$ cat src/rtl/alu_pkg.sv
// rtl/alu_pkg.sv - opcodes, FSM states and helpers shared by the sequential ALU
package alu_pkg;

    localparam logic [3:0] OP_ADD  = 4'd0;
    localparam logic [3:0] OP_SUB  = 4'd1;
    localparam logic [3:0] OP_AND  = 4'd2;
    localparam logic [3:0] OP_OR   = 4'd3;
    localparam logic [3:0] OP_NOT  = 4'd4;
    localparam logic [3:0] OP_XOR  = 4'd5;
    localparam logic [3:0] OP_SLL  = 4'd6;
    localparam logic [3:0] OP_SRL  = 4'd7;
    localparam logic [3:0] OP_SRA  = 4'd8;
    localparam logic [3:0] OP_SLT  = 4'd9;
    localparam logic [3:0] OP_SLTU = 4'd10;
    localparam logic [3:0] OP_MUL  = 4'd11;
    localparam logic [3:0] OP_DIVU = 4'd12;
    localparam logic [3:0] OP_REMU = 4'd13;

    typedef enum logic [1:0] {
        IDLE = 2'd0,
        CALC = 2'd1,
        DONE = 2'd2
    } state_t;

    function automatic logic is_multicycle(input logic [3:0] op);
        return (op == OP_MUL) || (op == OP_DIVU) || (op == OP_REMU);
    endfunction

endpackage

$ cat src/rtl/alu_seq_nbits_if.sv
// rtl/alu_seq_nbits_if.sv - operand issue and result handshake bundle
interface alu_seq_nbits_if #(
    parameter int WIDTH = 8
);
    logic             in_valid;
    logic             in_ready;
    logic [WIDTH-1:0] A;
    logic [WIDTH-1:0] B;
    logic [3:0]       aluop;
    logic             out_valid;
    logic             out_ready;
    logic [WIDTH-1:0] alu_res;
    logic             ZF;
    logic             SF;
    logic             CF;
    logic             OF;

    modport master (
        output in_valid, A, B, aluop, out_ready,
        input  in_ready, out_valid, alu_res, ZF, SF, CF, OF
    );

    modport slave (
        input  in_valid, A, B, aluop, out_ready,
        output in_ready, out_valid, alu_res, ZF, SF, CF, OF
    );
endinterface

$ cat src/rtl/alu_seq_muldiv.sv
// rtl/alu_seq_muldiv.sv - iterative shift-add multiplier / restoring divider, WIDTH iterations
module alu_seq_muldiv
    import alu_pkg::*;
#(
    parameter int WIDTH = 8
) (
    input  logic             clk,
    input  logic             rst,
    input  logic             start,
    input  logic [3:0]       op,
    input  logic [WIDTH-1:0] A,
    input  logic [WIDTH-1:0] B,
    output logic             busy,
    output logic             done,
    output logic [WIDTH-1:0] res
);
    localparam int CW = $clog2(WIDTH);
    localparam logic [CW-1:0] LAST = CW'(WIDTH - 1);

    // a_r is the shifted multiplicand for MUL and the dividend/quotient shifter for DIV/REM
    logic [3:0]       op_r;
    logic [WIDTH-1:0] a_r;
    logic [WIDTH-1:0] b_r;
    logic [WIDTH-1:0] acc;
    logic [CW-1:0]    count;

    logic [WIDTH-1:0] mul_acc;
    logic [WIDTH:0]   shifted;
    logic [WIDTH:0]   trial;
    logic             fits;
    logic [WIDTH-1:0] rem_next;
    logic [WIDTH-1:0] quo_next;

    always_comb begin
        mul_acc  = acc + (b_r[0] ? a_r : '0);
        shifted  = {acc, a_r[WIDTH-1]};
        trial    = shifted - {1'b0, b_r};
        fits     = ~trial[WIDTH];
        rem_next = fits ? trial[WIDTH-1:0] : shifted[WIDTH-1:0];
        quo_next = {a_r[WIDTH-2:0], fits};
    end

    // A zero divisor always fits, giving an all-ones quotient and a remainder equal to A
    assign done = busy && (count == LAST);
    assign res  = (op_r == OP_MUL)  ? mul_acc :
                  (op_r == OP_DIVU) ? quo_next : rem_next;

    always_ff @(posedge clk) begin
        if (rst) begin
            busy  <= 1'b0;
            count <= '0;
            op_r  <= '0;
            a_r   <= '0;
            b_r   <= '0;
            acc   <= '0;
        end else if (start && !busy) begin
            busy  <= 1'b1;
            count <= '0;
            op_r  <= op;
            a_r   <= A;
            b_r   <= B;
            acc   <= '0;
        end else if (busy) begin
            count <= count + 1'b1;
            if (done) begin
                busy <= 1'b0;
            end
            if (op_r == OP_MUL) begin
                acc <= mul_acc;
                a_r <= a_r << 1;
                b_r <= b_r >> 1;
            end else begin
                acc <= rem_next;
                a_r <= quo_next;
            end
        end
    end

endmodule

$ cat src/rtl/alu_seq_nbits.sv
// rtl/alu_seq_nbits.sv - handshaked registered ALU with iterative MUL/DIVU/REMU
module alu_seq_nbits
    import alu_pkg::*;
#(
    parameter int WIDTH = 8,
    parameter int SHW   = $clog2(WIDTH)
) (
    input  logic            clk,
    input  logic            rst,
    alu_seq_nbits_if.slave  bus
);
    state_t state;
    state_t state_next;

    logic             accept;
    logic             start_md;
    logic             md_busy;
    logic             md_done;
    logic [WIDTH-1:0] md_res;

    logic [WIDTH:0]   sum;
    logic [WIDTH:0]   dif;
    logic [WIDTH-1:0] res_c;
    logic             sf_c;
    logic             cf_c;
    logic             of_c;

    logic [WIDTH-1:0] res_q;
    logic             zf_q;
    logic             sf_q;
    logic             cf_q;
    logic             of_q;

    assign accept   = (state == IDLE) && bus.in_valid;
    assign start_md = accept && is_multicycle(bus.aluop) && !md_busy;

    alu_seq_muldiv #(.WIDTH(WIDTH)) u_muldiv (
        .clk   (clk),
        .rst   (rst),
        .start (start_md),
        .op    (bus.aluop),
        .A     (bus.A),
        .B     (bus.B),
        .busy  (md_busy),
        .done  (md_done),
        .res   (md_res)
    );

    always_ff @(posedge clk) begin
        if (rst) begin
            state <= IDLE;
        end else begin
            state <= state_next;
        end
    end

    always_comb begin
        state_next = state;
        case (state)
            IDLE:    if (bus.in_valid) state_next = is_multicycle(bus.aluop) ? CALC : DONE;
            CALC:    if (md_done) state_next = DONE;
            DONE:    if (bus.out_ready) state_next = IDLE;
            default: state_next = IDLE;
        endcase
    end

    always_comb begin
        bus.in_ready  = (state == IDLE);
        bus.out_valid = (state == DONE);
        bus.alu_res   = res_q;
        bus.ZF        = zf_q;
        bus.SF        = sf_q;
        bus.CF        = cf_q;
        bus.OF        = of_q;
    end

    assign sum = {1'b0, bus.A} + {1'b0, bus.B};
    assign dif = {1'b0, bus.A} - {1'b0, bus.B};

    always_comb begin
        res_c = '0;
        sf_c  = 1'b0;
        cf_c  = 1'b0;
        of_c  = 1'b0;
        case (bus.aluop)
            OP_ADD: begin
                res_c = sum[WIDTH-1:0];
                sf_c  = sum[WIDTH-1];
                cf_c  = sum[WIDTH];
                of_c  = (bus.A[WIDTH-1] == bus.B[WIDTH-1]) && (sum[WIDTH-1] != bus.A[WIDTH-1]);
            end
            OP_SUB: begin
                res_c = dif[WIDTH-1:0];
                sf_c  = dif[WIDTH-1];
                cf_c  = dif[WIDTH];
                of_c  = (bus.A[WIDTH-1] != bus.B[WIDTH-1]) && (dif[WIDTH-1] != bus.A[WIDTH-1]);
            end
            OP_AND:  res_c = bus.A & bus.B;
            OP_OR:   res_c = bus.A | bus.B;
            OP_NOT:  res_c = ~bus.A;
            OP_XOR:  res_c = bus.A ^ bus.B;
            OP_SLL:  res_c = bus.A << bus.B[SHW-1:0];
            OP_SRL:  res_c = bus.A >> bus.B[SHW-1:0];
            OP_SRA:  res_c = WIDTH'($signed(bus.A) >>> bus.B[SHW-1:0]);
            OP_SLT:  res_c = WIDTH'($signed(bus.A) < $signed(bus.B));
            OP_SLTU: res_c = WIDTH'(bus.A < bus.B);
            default: res_c = '0;
        endcase
    end

    always_ff @(posedge clk) begin
        if (rst) begin
            res_q <= '0;
            zf_q  <= 1'b0;
            sf_q  <= 1'b0;
            cf_q  <= 1'b0;
            of_q  <= 1'b0;
        end else if (accept && !is_multicycle(bus.aluop)) begin
            res_q <= res_c;
            zf_q  <= (res_c == '0);
            sf_q  <= sf_c;
            cf_q  <= cf_c;
            of_q  <= of_c;
        end else if ((state == CALC) && md_done) begin
            res_q <= md_res;
            zf_q  <= (md_res == '0);
            sf_q  <= 1'b0;
            cf_q  <= 1'b0;
            of_q  <= 1'b0;
        end
    end

endmodule

$ cat src/flat_wrapper.sv
// flat-port wrapper written by rule: the top's interface ports become plain ports
module alu_seq_nbits_flat import alu_pkg::*;
#(
    parameter int WIDTH = 8,
    parameter int SHW   = $clog2(WIDTH)
)
  (clk, rst, bus_in_valid, bus_A, bus_B, bus_aluop, bus_out_ready, bus_in_ready, bus_out_valid, bus_alu_res, bus_ZF, bus_SF, bus_CF, bus_OF);
  alu_seq_nbits_if #(.WIDTH(WIDTH)) bus_i ();
  input  logic clk;
  input  logic rst;
  input wire logic [$bits(bus_i.in_valid)-1:0] bus_in_valid;
  input wire logic [$bits(bus_i.A)-1:0] bus_A;
  input wire logic [$bits(bus_i.B)-1:0] bus_B;
  input wire logic [$bits(bus_i.aluop)-1:0] bus_aluop;
  input wire logic [$bits(bus_i.out_ready)-1:0] bus_out_ready;
  output wire logic [$bits(bus_i.in_ready)-1:0] bus_in_ready;
  output wire logic [$bits(bus_i.out_valid)-1:0] bus_out_valid;
  output wire logic [$bits(bus_i.alu_res)-1:0] bus_alu_res;
  output wire logic [$bits(bus_i.ZF)-1:0] bus_ZF;
  output wire logic [$bits(bus_i.SF)-1:0] bus_SF;
  output wire logic [$bits(bus_i.CF)-1:0] bus_CF;
  output wire logic [$bits(bus_i.OF)-1:0] bus_OF;
  assign bus_i.in_valid = bus_in_valid;
  assign bus_i.A = bus_A;
  assign bus_i.B = bus_B;
  assign bus_i.aluop = bus_aluop;
  assign bus_i.out_ready = bus_out_ready;
  assign bus_in_ready = bus_i.in_ready;
  assign bus_out_valid = bus_i.out_valid;
  assign bus_alu_res = bus_i.alu_res;
  assign bus_ZF = bus_i.ZF;
  assign bus_SF = bus_i.SF;
  assign bus_CF = bus_i.CF;
  assign bus_OF = bus_i.OF;
  alu_seq_nbits #(.WIDTH(WIDTH), .SHW(SHW)) u_core (.clk(clk), .rst(rst), .bus(bus_i));
endmodule
$ cat config.mk
export PLATFORM = sky130hd
export DESIGN_NAME = alu_seq_nbits_flat
export DESIGN_NICKNAME = d
export VERILOG_FILES = /design/src/rtl/alu_pkg.sv /design/src/rtl/alu_seq_nbits_if.sv /design/src/rtl/alu_seq_muldiv.sv /design/src/rtl/alu_seq_nbits.sv /design/src/flat_wrapper.sv
export SDC_FILE = /design/constraint.sdc
export NUM_CORES = 1
export LEC_CHECK = 0
export CORE_MARGIN = 2
export CORE_UTILIZATION = 62
export CTS_CLUSTER_SIZE = 8
export DETAILED_ROUTE_END_ITERATION = 6
export PLACE_DENSITY = 0.84
export SYNTH_ARGS = -nofsm -noshare
export SYNTH_HDL_FRONTEND = slang
export SYNTH_HIERARCHICAL = 1
export SYNTH_SLANG_ARGS = --single-unit
export TNS_END_PERCENT = 20
$ cat constraint.sdc
create_clock -name clk -period 5.8 [get_ports clk]
set_input_delay 0.58 -clock clk [delete_from_list [all_inputs] [get_ports clk]]
set_output_delay 0.58 -clock clk [all_outputs]
set_load 0.05 [all_outputs]
==> results of run 1 <==
## Yosys cell counts, types with 8 or more instances
cell type	n
mux2i_1	15
and2_1	12
a21oi_1	56
nor2b_1	8
mux4_2	8
a211oi_1	16
nand2b_1	9
nor2_1	80
dfxtp_1	46
inv_1	41
nor3_1	21
nand3_1	11
xnor2_1	9
nand2_1	44
a221oi_1	11
clkbuf_1	19
o21ai_0	29
o211ai_1	14
ha_1	43
## per-layer routing
metal  up-vias  track usage
met2       269       0.5186
met5         -            0
met3        31      0.08379
met4         0      0.09405
met1      2513       0.4772
li1       2493            -
## worst paths after layout
kind                                              start                       to  slack [ns]
worst max-delay path                           bus_B[1]            u_core/bus.ZF        1.56
worst min register to register  u_core/u_muldiv/op_r[2]  u_core/u_muldiv/op_r[2]        0.49
worst min-delay path            u_core/u_muldiv/op_r[2]  u_core/u_muldiv/op_r[2]        0.49
worst max register to register   u_core/u_muldiv/a_r[7]            u_core/bus.ZF        2.24
## where the power goes
| group | switching, uW | internal, uW |
|---|---|---|
| Sequential | 15.7 | 333 |
| Clock | 120 | 98.7 |
| Combinational | 317 | 203 |
## area by class of cell
cell class              instances  area (um^2)
clock inverters                 1        8.758
clock buffers                   7        86.33
flip-flops and latches         46        920.9
well taps                     105        131.4
fillers                       689         2556
multi-input cells             535         3881
repair buffers                 45        425.4
inverters                      44        165.2
## stage by stage
step                power (uW)  worst slack [ns]  hold slack, ns    util  cells
finish                    1088             1.564          0.4947  0.6873    783
global route              1144             1.321          0.5184  0.6873    783
CTS                       1076             1.677          0.4903  0.6873    783
detailed placement       859.2             1.365          0.4770  0.6757    775
global placement         848.4             1.512          0.4690  0.6757    775
floorplan                729.1             2.526          0.4571       -    664
## logic make-up (layout without fill, tap and decap cells)
group           count (synthesis)  after routing  synth area share
xor+xnor                       13             13           0.02184
mux                            26             26           0.07057
compound gates                215            215            0.2945
flops                          46             46            0.1767
fa+ha+maj                      47             47            0.1186
simple gates                  234            234            0.2381
buf+inv                        83             97           0.07969
## worst register-to-register path, delay by kind of cell (launching register included)
kind | cells | cell delay [ns]
compound gates | 5 | 0.89
mux | 1 | 0.40
flops | 1 | 0.42
buf+inv | 1 | 0.07
simple gates | 5 | 1.02
fa+ha+maj | 2 | 0.68
## state kept, by name, summed over array words and instances (netlist names)
name and flops:
u_core/u_muldiv/op_r 4, u_core/bus.SF 1, u_core/u_muldiv/count 3, u_core/u_muldiv/acc 8, u_core/bus.CF 1, u_core/u_muldiv/busy 1
u_core/bus.alu_res 8, u_core/u_muldiv/a_r 8, u_core/state 2, u_core/bus.ZF 1, u_core/bus.OF 1, u_core/u_muldiv/b_r 8
==> impl_results.md, run 1 <==
* YS warnings at 6
* Final Cycle Share at 0.7304
* Met2 Wirelength at around 6.8 mm
* IO Port Bufs at 37
* Layout Skew at around 0.0083 ns
* Syn nets at around 740
* Vias at 5306
* Cts bufs inserted at 5
* Final WL at between 15 and 20 mm
* Largest net degree at the start of global routing at 50
* Clock tree sinks at 46
* CP bufs+invs at 3
* H-tree level count at 2
* Worst path depth at 11
* HPWL after DPL at roughly 12 mm
* Routability cong. at about 0.97
* Slew Limit Fails at 0
* DRT iter0 DRCs at 432
* Post-place instance area at between 0.005 and 0.006 mm^2
* RSZ-0062 raised after global routing: no
* Avg WL per Cell at 19.53 um
* Post-route minimum period at approximately 4.2 ns
* Seq/Total Area, Yosys at 0.1767
* Leak Pwr at between 0.002 and 0.0025 uW
* Yosys reg bits at 46
* Max rail drop VDD at around 0.13 mV
* Crit-path slowest cell: nor4b_1
* Async SR Flop Fraction at 0
* Congestion Overflow GR at 0
* Hold Buf Count CTS at 0
* Number of nets in the layout at around 750
* Status: finished, final reports clean
* Rel. slew slack at 0.2048
* Setup Fix Bufs, Post-CTS at 0
* Top cell type's share of synthesized area at 0.1767
* Slowest cell delay on critical path at 0.81 ns
* Startpoint Class: primary input
* Resized cells post-CTS at 0
* Worst hold stages at 2
* Core Area at between 0.008 and 0.009 mm^2
* I/O pins at 38
* Type of the worst min-delay path: reg -> reg
* Antenna diodes at 0
* Worst-margin pin slew at ~1.2 ns
* Syn avg cell area at 7.850 um^2
* Vias in the first global route at 4735
* CP endpoint kind: register
* Metal3 WL at between 1 and 1.5 mm
* Worst path cell trace: clkdlybuf4s50_1, buf_4, clkinv_1, ha_1, o21bai_1, nor4b_1, o21ai_0, a211oi_1, o221ai_1, or3_2, o32ai_2
* Pre-antenna DRT Iters at 5
* Critical Path Fanout Max at 19
* Antenna-violating nets left at 0
* DR top layer: met4
* Worst-Skew Late Latency at ~0.32 ns
* DRC at 0
* Cell area after layout at 0.005619 mm^2
* Setup violations, final at 0
* Most frequent cells in the layout: 80 x nor2_1, 56 x a21oi_1, 46 x dfxtp_1, 44 x nand2_1, 43 x ha_1
* Die area at 0.009157 mm^2
* Synth area leaders: dfxtp_1 18%, ha_1 10%, nor2_1 5.8%
* Critical path arrival at ~4.5 ns
* Longest Clk Path Bufs at 2
* Routed met1 length at between 6 and 7 mm
* Initial Utilization at 0.6376
* Clock Tree Root: clkbuf_8
* First-pass GRT wire length at ~24 mm
* Post-synth EDFFs at 0
* Global-route usage over all layers at 0.3397
* Largest delay contributor family on the critical path: simple AND/OR/NAND/NOR gates
* DR vias/cell at 6.777
* Area grow syn2layout at 7.801%
* CTS tree: yes
* Syn Inst Count at 664
* Critical Path RT at approximately 6 ns
* Synth area leader: dfxtp_1
* Final hold vios at 0
* Fmax at roughly 240 MHz
* Leading cell type in the layout, fill and taps excluded: nor2_1
* Sum Neg Setup Slack at 0 ns
* PwrDens at about 190 mW/mm^2
* Die Height at approximately 96 um
* Initial antenna violation count at 0
* Kind of critical path: in -> reg
* Reg2reg path depth at 14
* Main flop type after synthesis: dfxtp_1
* Die X at roughly 96 um
* Max Cap Viol at 0
* Worst-path clk slew at roughly 0.09 ns
* Netlist Area Pre-Place at about 0.0052 mm^2
* FP Rows at 33
* Ratio of cells with drive above 1 in the final layout at 0.08112
* Yosys cell types at a little under 100
Power figures use the tool's default switching activity.
==> run 2: changes to the inputs <==
--- a/config.mk
+++ b/config.mk
@@ -6,10 +6,10 @@
 export NUM_CORES = 1
 export LEC_CHECK = 0
 export CORE_MARGIN = 2
-export CORE_UTILIZATION = 62
+export CORE_UTILIZATION = 61
 export CTS_CLUSTER_SIZE = 8
 export DETAILED_ROUTE_END_ITERATION = 6
-export PLACE_DENSITY = 0.84
+export PLACE_DENSITY = 0.82
 export SYNTH_ARGS = -nofsm -noshare
 export SYNTH_HDL_FRONTEND = slang
 export SYNTH_HIERARCHICAL = 1
==> constraint.sdc (replaced) <==
create_clock -name clk -period 4 [get_ports clk]
set_input_delay 0.4 -clock clk [delete_from_list [all_inputs] [get_ports clk]]
set_output_delay 0.4 -clock clk [all_outputs]
set_load 0.05 [all_outputs]
==> impl_results.md, run 2 (synthesis gave the netlist of run 1 again) <==
* Status: finished, final reports clean (unchanged)
* RSZ-0062 raised after global routing: no (unchanged)
* Rel. slew slack at 0.3241 (was 0.2048)
* Cts bufs inserted at 5 (unchanged)
* Critical Path RT at 4.23 ns (was 6.03 ns)
* PwrDens at 285.1 mW/mm^2 (was 193.6 mW/mm^2)
* Hold Buf Count CTS at 0 (unchanged)
* Setup violations, final at 0 (unchanged)
* Area grow syn2layout at 11.11% (was 7.801%)
* Vias at 5488 (was 5306)
* Worst setup margin at 0.5982 ns (was 1.564 ns)
* Leading cell type in the layout, fill and taps excluded: nor2_1 (unchanged)
* Antenna-violating nets left at 0 (unchanged)
* Initial antenna violation count at 0 (unchanged)
* Worst-path clk slew at 0.10 ns (was 0.09 ns)
* Max rail drop VDD at 0.2695 mV (was 0.1284 mV)
* Final Cycle Share at 0.8504
* CP endpoint kind: register (unchanged)
* Resized cells post-CTS at 0 (unchanged)
* Setup Fix Bufs, Post-CTS at 0 (unchanged)
* Pre-antenna DRT Iters at 5 (unchanged)
* Congestion Overflow GR at 0 (unchanged)
* Avg WL per Cell at 20.26 um (was 19.53 um)
* DP Worst Slack at 0.3236 ns (was 1.365 ns)
* DRT iter0 DRCs at 555 (was 432)
* Post-route minimum period at about 3.4 ns
* Sum Neg Setup Slack at 0 ns (unchanged)
* Ratio of cells with drive above 1 in the final layout at 0.1076 (was 0.08112)
* First-pass GRT wire length at 25.50 mm (was 23.98 mm)
* Clock tree sinks at 46 (unchanged)
* Critical path arrival at 3.63 ns (was 4.47 ns)
* Startpoint Class: register (was primary input)
* DR top layer: met4 (unchanged)
* Cell area after layout at 0.005792 mm^2 (was 0.005619 mm^2)
* Met2 Wirelength at 7.198 mm (was 6.794 mm)
* Die Height at 96.44 um (was 95.69 um)
* Largest net degree at the start of global routing at 50 (unchanged)
* Type of the worst min-delay path: reg -> reg (unchanged)
* Die area at 0.009301 mm^2 (was 0.009157 mm^2)
* Antenna diodes at 0 (unchanged)
* DRC at 0 (unchanged)
* Most frequent cells in the layout: 80 x nor2_1, 56 x a21oi_1, 46 x dfxtp_1, 44 x nand2_1, 43 x ha_1 (unchanged)
* Final WL at 16.25 mm (was 15.29 mm)
* CTS tree: yes (unchanged)
* Slew Limit Fails at 0 (unchanged)
* Post-place instance area at 0.005679 mm^2 (was 0.005524 mm^2)
* Metal3 WL at 1.992 mm (was 1.324 mm)
* H-tree level count at 2 (unchanged)
* Critical Path Fanout Max at 9 (was 19)
* Die X at 96.44 um (was 95.69 um)
* IO Port Bufs at 37 (unchanged)
* Worst-Skew Late Latency at 0.31 ns (was 0.32 ns)
* Number of nets in the layout at 767 (was 748)
* I/O pins at 38 (unchanged)
* Worst-margin pin slew at 0.9998 ns (was 1.176 ns)
* Layout Skew at 0.01356 ns (was 0.008297 ns)
* Global-route usage over all layers at 0.3566 (was 0.3397)
* Routed met1 length at 6.704 mm (was 6.837 mm)
* Core Area at 0.008258 mm^2 (was 0.008175 mm^2)
* Final hold vios at 0 (unchanged)
* Max Cap Viol at 0 (unchanged)
* Power consumption at 1651 uW (was 1088 uW)
* DR vias/cell at 6.843 (was 6.777)
* Routability cong. at 1.024 (was 0.9743)
* Longest Clk Path Bufs at 2 (unchanged)
* Fmax at 294.0 MHz
* Clock Tree Root: clkbuf_8 (unchanged)
* FP Rows at 33 (unchanged)
* Initial Utilization at 0.6312 (was 0.6376)
* Kind of critical path: reg -> reg (was in -> reg)
* Leak Pwr at 0.002326 uW (was 0.002219 uW)
* HPWL after DPL at 12.35 mm (was 11.52 mm)
* Vias in the first global route at 5032 (was 4735)
-- run 2: metal layers --
metal / vias to the layer above / global-route usage
met1: 2564 / 0.4954
met5: - / 0
met4: 0 / 0.07981
li1: 2524 / -
met2: 358 / 0.5590
met3: 42 / 0.08999
-- run 2: critical path, cell delays in order, from the launching register on --
cell	delay [ns]
dfxtp_1	0.43
inv_1	0.07
ha_1	0.25
fa_1	0.41
nor2b_1	0.17
o31a_1	0.32
o32ai_4	0.19
nor2_4	0.26
mux2i_1	0.32
o21ai_1	0.17
nor4_1	0.32
nand3_1	0.11
nor2_1	0.12
a21oi_1	0.06
o32ai_2	0.13
-- run 2: stage by stage --
step           hold slack, ns    util  instances
5_1_grt                0.5265  0.7014        802
6_report               0.5052  0.7014        802
4_1_cts                0.5023  0.7014        802
2_1_floorplan          0.4571       -        664
3_5_place_dp           0.4843  0.6877        794
3_3_place_gp           0.4667  0.6877        794
-- run 2: path summary, 6_finish.rpt --
kind,from,end,slack [ns],cells after the start
min reg2reg,u_core/bus.alu_res[3],u_core/bus.alu_res[3],0.51,2
max,u_core/u_muldiv/a_r[7],u_core/bus.ZF,0.60,14
min,u_core/bus.alu_res[3],u_core/bus.alu_res[3],0.51,2
max reg2reg,u_core/u_muldiv/a_r[7],u_core/bus.ZF,0.60,14
-- run 2: layout make-up --
type / instances / area (um^2)
clock buffer: 5 / 68.82
clock inverter: 3 / 43.79
fill: 694 / 2466
inverter: 44 / 165.2
multi-input combinational: 535 / 3881
sequential: 46 / 920.9
tap: 105 / 131.4
timing repair buffer: 64 / 580.6
-- run 2: power by group --
group	internal, uW	switching, uW	total (uW)
logic	309	470	779
registers	483	24.3	507
clock network	188	178	365
==> run 3: changes to the inputs <==
--- a/config.mk
+++ b/config.mk
@@ -5,11 +5,13 @@
 export SDC_FILE = /design/constraint.sdc
 export NUM_CORES = 1
 export LEC_CHECK = 0
+export CELL_PAD_IN_SITES_DETAIL_PLACEMENT = 1
+export CELL_PAD_IN_SITES_GLOBAL_PLACEMENT = 1
 export CORE_MARGIN = 2
-export CORE_UTILIZATION = 61
+export CORE_UTILIZATION = 45
 export CTS_CLUSTER_SIZE = 8
 export DETAILED_ROUTE_END_ITERATION = 6
-export PLACE_DENSITY = 0.82
+export PLACE_DENSITY_LB_ADDON = 0.1
 export SYNTH_ARGS = -nofsm -noshare
 export SYNTH_HDL_FRONTEND = slang
 export SYNTH_HIERARCHICAL = 1
==> impl_results.md, run 3 (synthesis gave the netlist of run 1 again) <==
* I/O pins at 38 (unchanged)
* Cts bufs inserted at 5 (unchanged)
* Startpoint Class: register (unchanged)
* Worst Setup SP: u_core/u_muldiv/b_r[0] (was u_core/u_muldiv/a_r[7])
* Clock tree sinks at 46 (unchanged)
* Initial antenna violation count at 0 (unchanged)
* Fmax at 287.4 MHz (was 294.0 MHz)
* Antenna-violating nets left at 0 (unchanged)
* PwrDens at 296.3 mW/mm^2 (was 285.1 mW/mm^2)
* Resized cells post-CTS at 0 (unchanged)
* Reg2Reg Launch Point: u_core/u_muldiv/b_r[0] (was u_core/u_muldiv/a_r[7])
* Clock power frac at 0.255 (was 0.221)
* Hold path startpoint: u_core/bus.SF (was u_core/bus.alu_res[3])
* Core Area at 0.01137 mm^2 (was 0.008258 mm^2)
* Slowest cell delay on critical path at 0.41 ns (was 0.43 ns)
* Worst-margin pin slew at 1.019 ns (was 0.9998 ns)
* Avg WL per Cell at 21.91 um (was 20.26 um)
* Routability cong. at 0.9476 (was 1.024)
* Critical Path Fanout Max at 10 (was 9)
* Die X at 111.6 um (was 96.44 um)
* Max rail drop VDD at 0.2300 mV (was 0.2695 mV)
* Final WL at 18.53 mm (was 16.25 mm)
* DRT iter0 DRCs at 404 (was 555)
* Largest net degree at the start of global routing at 50 (unchanged)
* Pre-antenna DRT Iters at 5 (unchanged)
* Largest delay contributor family on the critical path: simple AND/OR/NAND/NOR gates (unchanged)
* Setup violations, final at 0 (unchanged)
* Crit-path slowest cell: dfxtp_1 (unchanged)
* H-tree level count at 2 (unchanged)
* Slew Limit Fails at 0 (unchanged)
* Leak Pwr at 0.002364 uW (was 0.002326 uW)
* HPWL after DPL at 14.20 mm (was 12.35 mm)
* Fillers at 1437 (was 694)
* Hold Buf Count CTS at 0 (unchanged)
* Worst-path clk slew at 0.07 ns (was 0.10 ns)
* Rel. slew slack at 0.3108 (was 0.3241)
* Final Cycle Share at 0.8700 (was 0.8504)
* Layout Skew at 0.01060 ns (was 0.01356 ns)
* Die Height at 111.6 um (was 96.44 um)
* Antenna diodes at 0 (unchanged)
* Final hold vios at 0 (unchanged)
* Critical Path RT at 4.21 ns (was 4.23 ns)
* DRC at 0 (unchanged)
* Status: finished, final reports clean (unchanged)
* FP Rows at 39 (was 33)
* CTS tree: yes (unchanged)
* First-pass GRT wire length at 29.60 mm (was 25.50 mm)
* Power consumption at 1751 uW (was 1651 uW)
* Ratio of cells with drive above 1 in the final layout at 0.1138 (was 0.1076)
* Vias at 5440 (was 5488)
* RSZ-0062 raised after global routing: no (unchanged)
* Max Cap Viol at 0 (unchanged)
* Pint at 1047 uW (was 979.6 uW)
* Die area at 0.01246 mm^2 (was 0.009301 mm^2)
* Combinational share of power at 0.454 (was 0.472)
* CP endpoint kind: register (unchanged)
* Sequential fraction of design power at 0.291 (was 0.307)
* Worst-Skew Late Latency at 0.30 ns (was 0.31 ns)
* Global-route usage over all layers at 0.2942 (was 0.3566)
* Post-route minimum period at 3.480 ns (was 3.402 ns)
* Number of nets in the layout at 773 (was 767)
* Type of the worst min-delay path: reg -> reg (unchanged)
* Net load switching power at 703.8 uW (was 671.9 uW)
* Congestion Overflow GR at 0 (unchanged)
* Worst path cell trace: ha_1, fa_1, nor2b_1, o31a_1, o32ai_4, nor2_4, mux2i_1, o21ai_1, nor4_1, nand3_1, nor2_1, a21oi_1, o32ai_2 (was inv_1, ha_1, fa_1, nor2b_1, o31a_1, o32ai_4, nor2_4, mux2i_1, o21ai_1, nor4_1, nand3_1, nor2_1, a21oi_1, o32ai_2)
* Setup Fix Bufs, Post-CTS at 0 (unchanged)
* IO Port Bufs at 37 (unchanged)
* Area grow syn2layout at 13.39% (was 11.11%)
* Critical path arrival at 3.69 ns (was 3.63 ns)
* Clock Tree Root: clkbuf_16 (was clkbuf_8)
* Initial Utilization at 0.4585 (was 0.6312)
* Longest Clk Path Bufs at 2 (unchanged)
* CP bufs+invs at 0 (was 1)
* Most frequent cells in the layout: 80 x nor2_1, 56 x a21oi_1, 46 x dfxtp_1, 44 x nand2_1, 43 x ha_1 (unchanged)
* Switching part of the total at 0.4019 (was 0.4068)
* DR vias/cell at 6.430 (was 6.843)
* Leading cell type in the layout, fill and taps excluded: nor2_1 (unchanged)
* Kind of critical path: reg -> reg (unchanged)
* Sum Neg Setup Slack at 0 ns (unchanged)
* Vias in the first global route at 5487 (was 5032)
## run 3: worst reg2reg max path, stage by stage, from the launching register on
cell     delay (ns)
dfxtp_1        0.41
ha_1           0.27
fa_1           0.41
nor2b_1        0.19
o31a_1         0.33
o32ai_4        0.20
nor2_4         0.27
mux2i_1        0.38
o21ai_1        0.17
nor4_1         0.29
nand3_1        0.12
nor2_1         0.16
a21oi_1        0.08
o32ai_2        0.13
## run 3: metrics by stage
step	util	setup slack, ns	instances	hold WS, ns	cell area, um^2
final	0.5199	0.5200	846	0.4970	5911
after global routing	0.5199	0.1743	846	0.5352	5911
after CTS	0.5199	0.5420	846	0.5042	5911
after detailed placement	0.5065	0.2669	838	0.4858	5759
after global placement	0.5065	0.3404	838	0.4686	5759
after floorplan	-	0.9057	664	0.4571	5213
## run 3: area by class of cell
type | instances | area (um^2) | share of cell area
Multi-Input combinational cell | 535 | 3881 | 0.6566
Sequential cell | 46 | 920.9 | 0.1558
Timing Repair Buffer | 70 | 613.1 | 0.1037
Tap cell | 143 | 178.9 | 0.03027
Inverter | 44 | 165.2 | 0.02794
Clock buffer | 7 | 142.6 | 0.02413
Clock inverter | 1 | 8.758 | 0.001482
## run 3: power groups by stage
| stage | registers (uW) | clock network (uW) | logic (uW) |
|---|---|---|---|
| 6_report | 509 | 447 | 795 |
| 5_1_grt | 513 | 468 | 857 |
| 4_1_cts | 509 | 452 | 783 |
| 3_5_place_dp | 519 | 0 | 775 |
| 3_3_place_gp | 518 | 0 | 755 |
| 2_1_floorplan | 549 | 0 | 508 |
## run 3: final timing paths
kind              endpoint  slack, ns  cells after the start
max          u_core/bus.ZF       0.52                     13
min          u_core/bus.SF       0.50                      2
max reg2reg  u_core/bus.ZF       0.52                     13
min reg2reg  u_core/bus.SF       0.50                      2
## run 3: per-layer routing
layer  up-vias  global-route usage  share of wire
li1       2535                   -              -
met1      2697              0.4198           0.46
met2       186              0.4796           0.46
met3        22             0.04627          0.071
met4         0             0.04609         0.0086
met5         -                   0              0
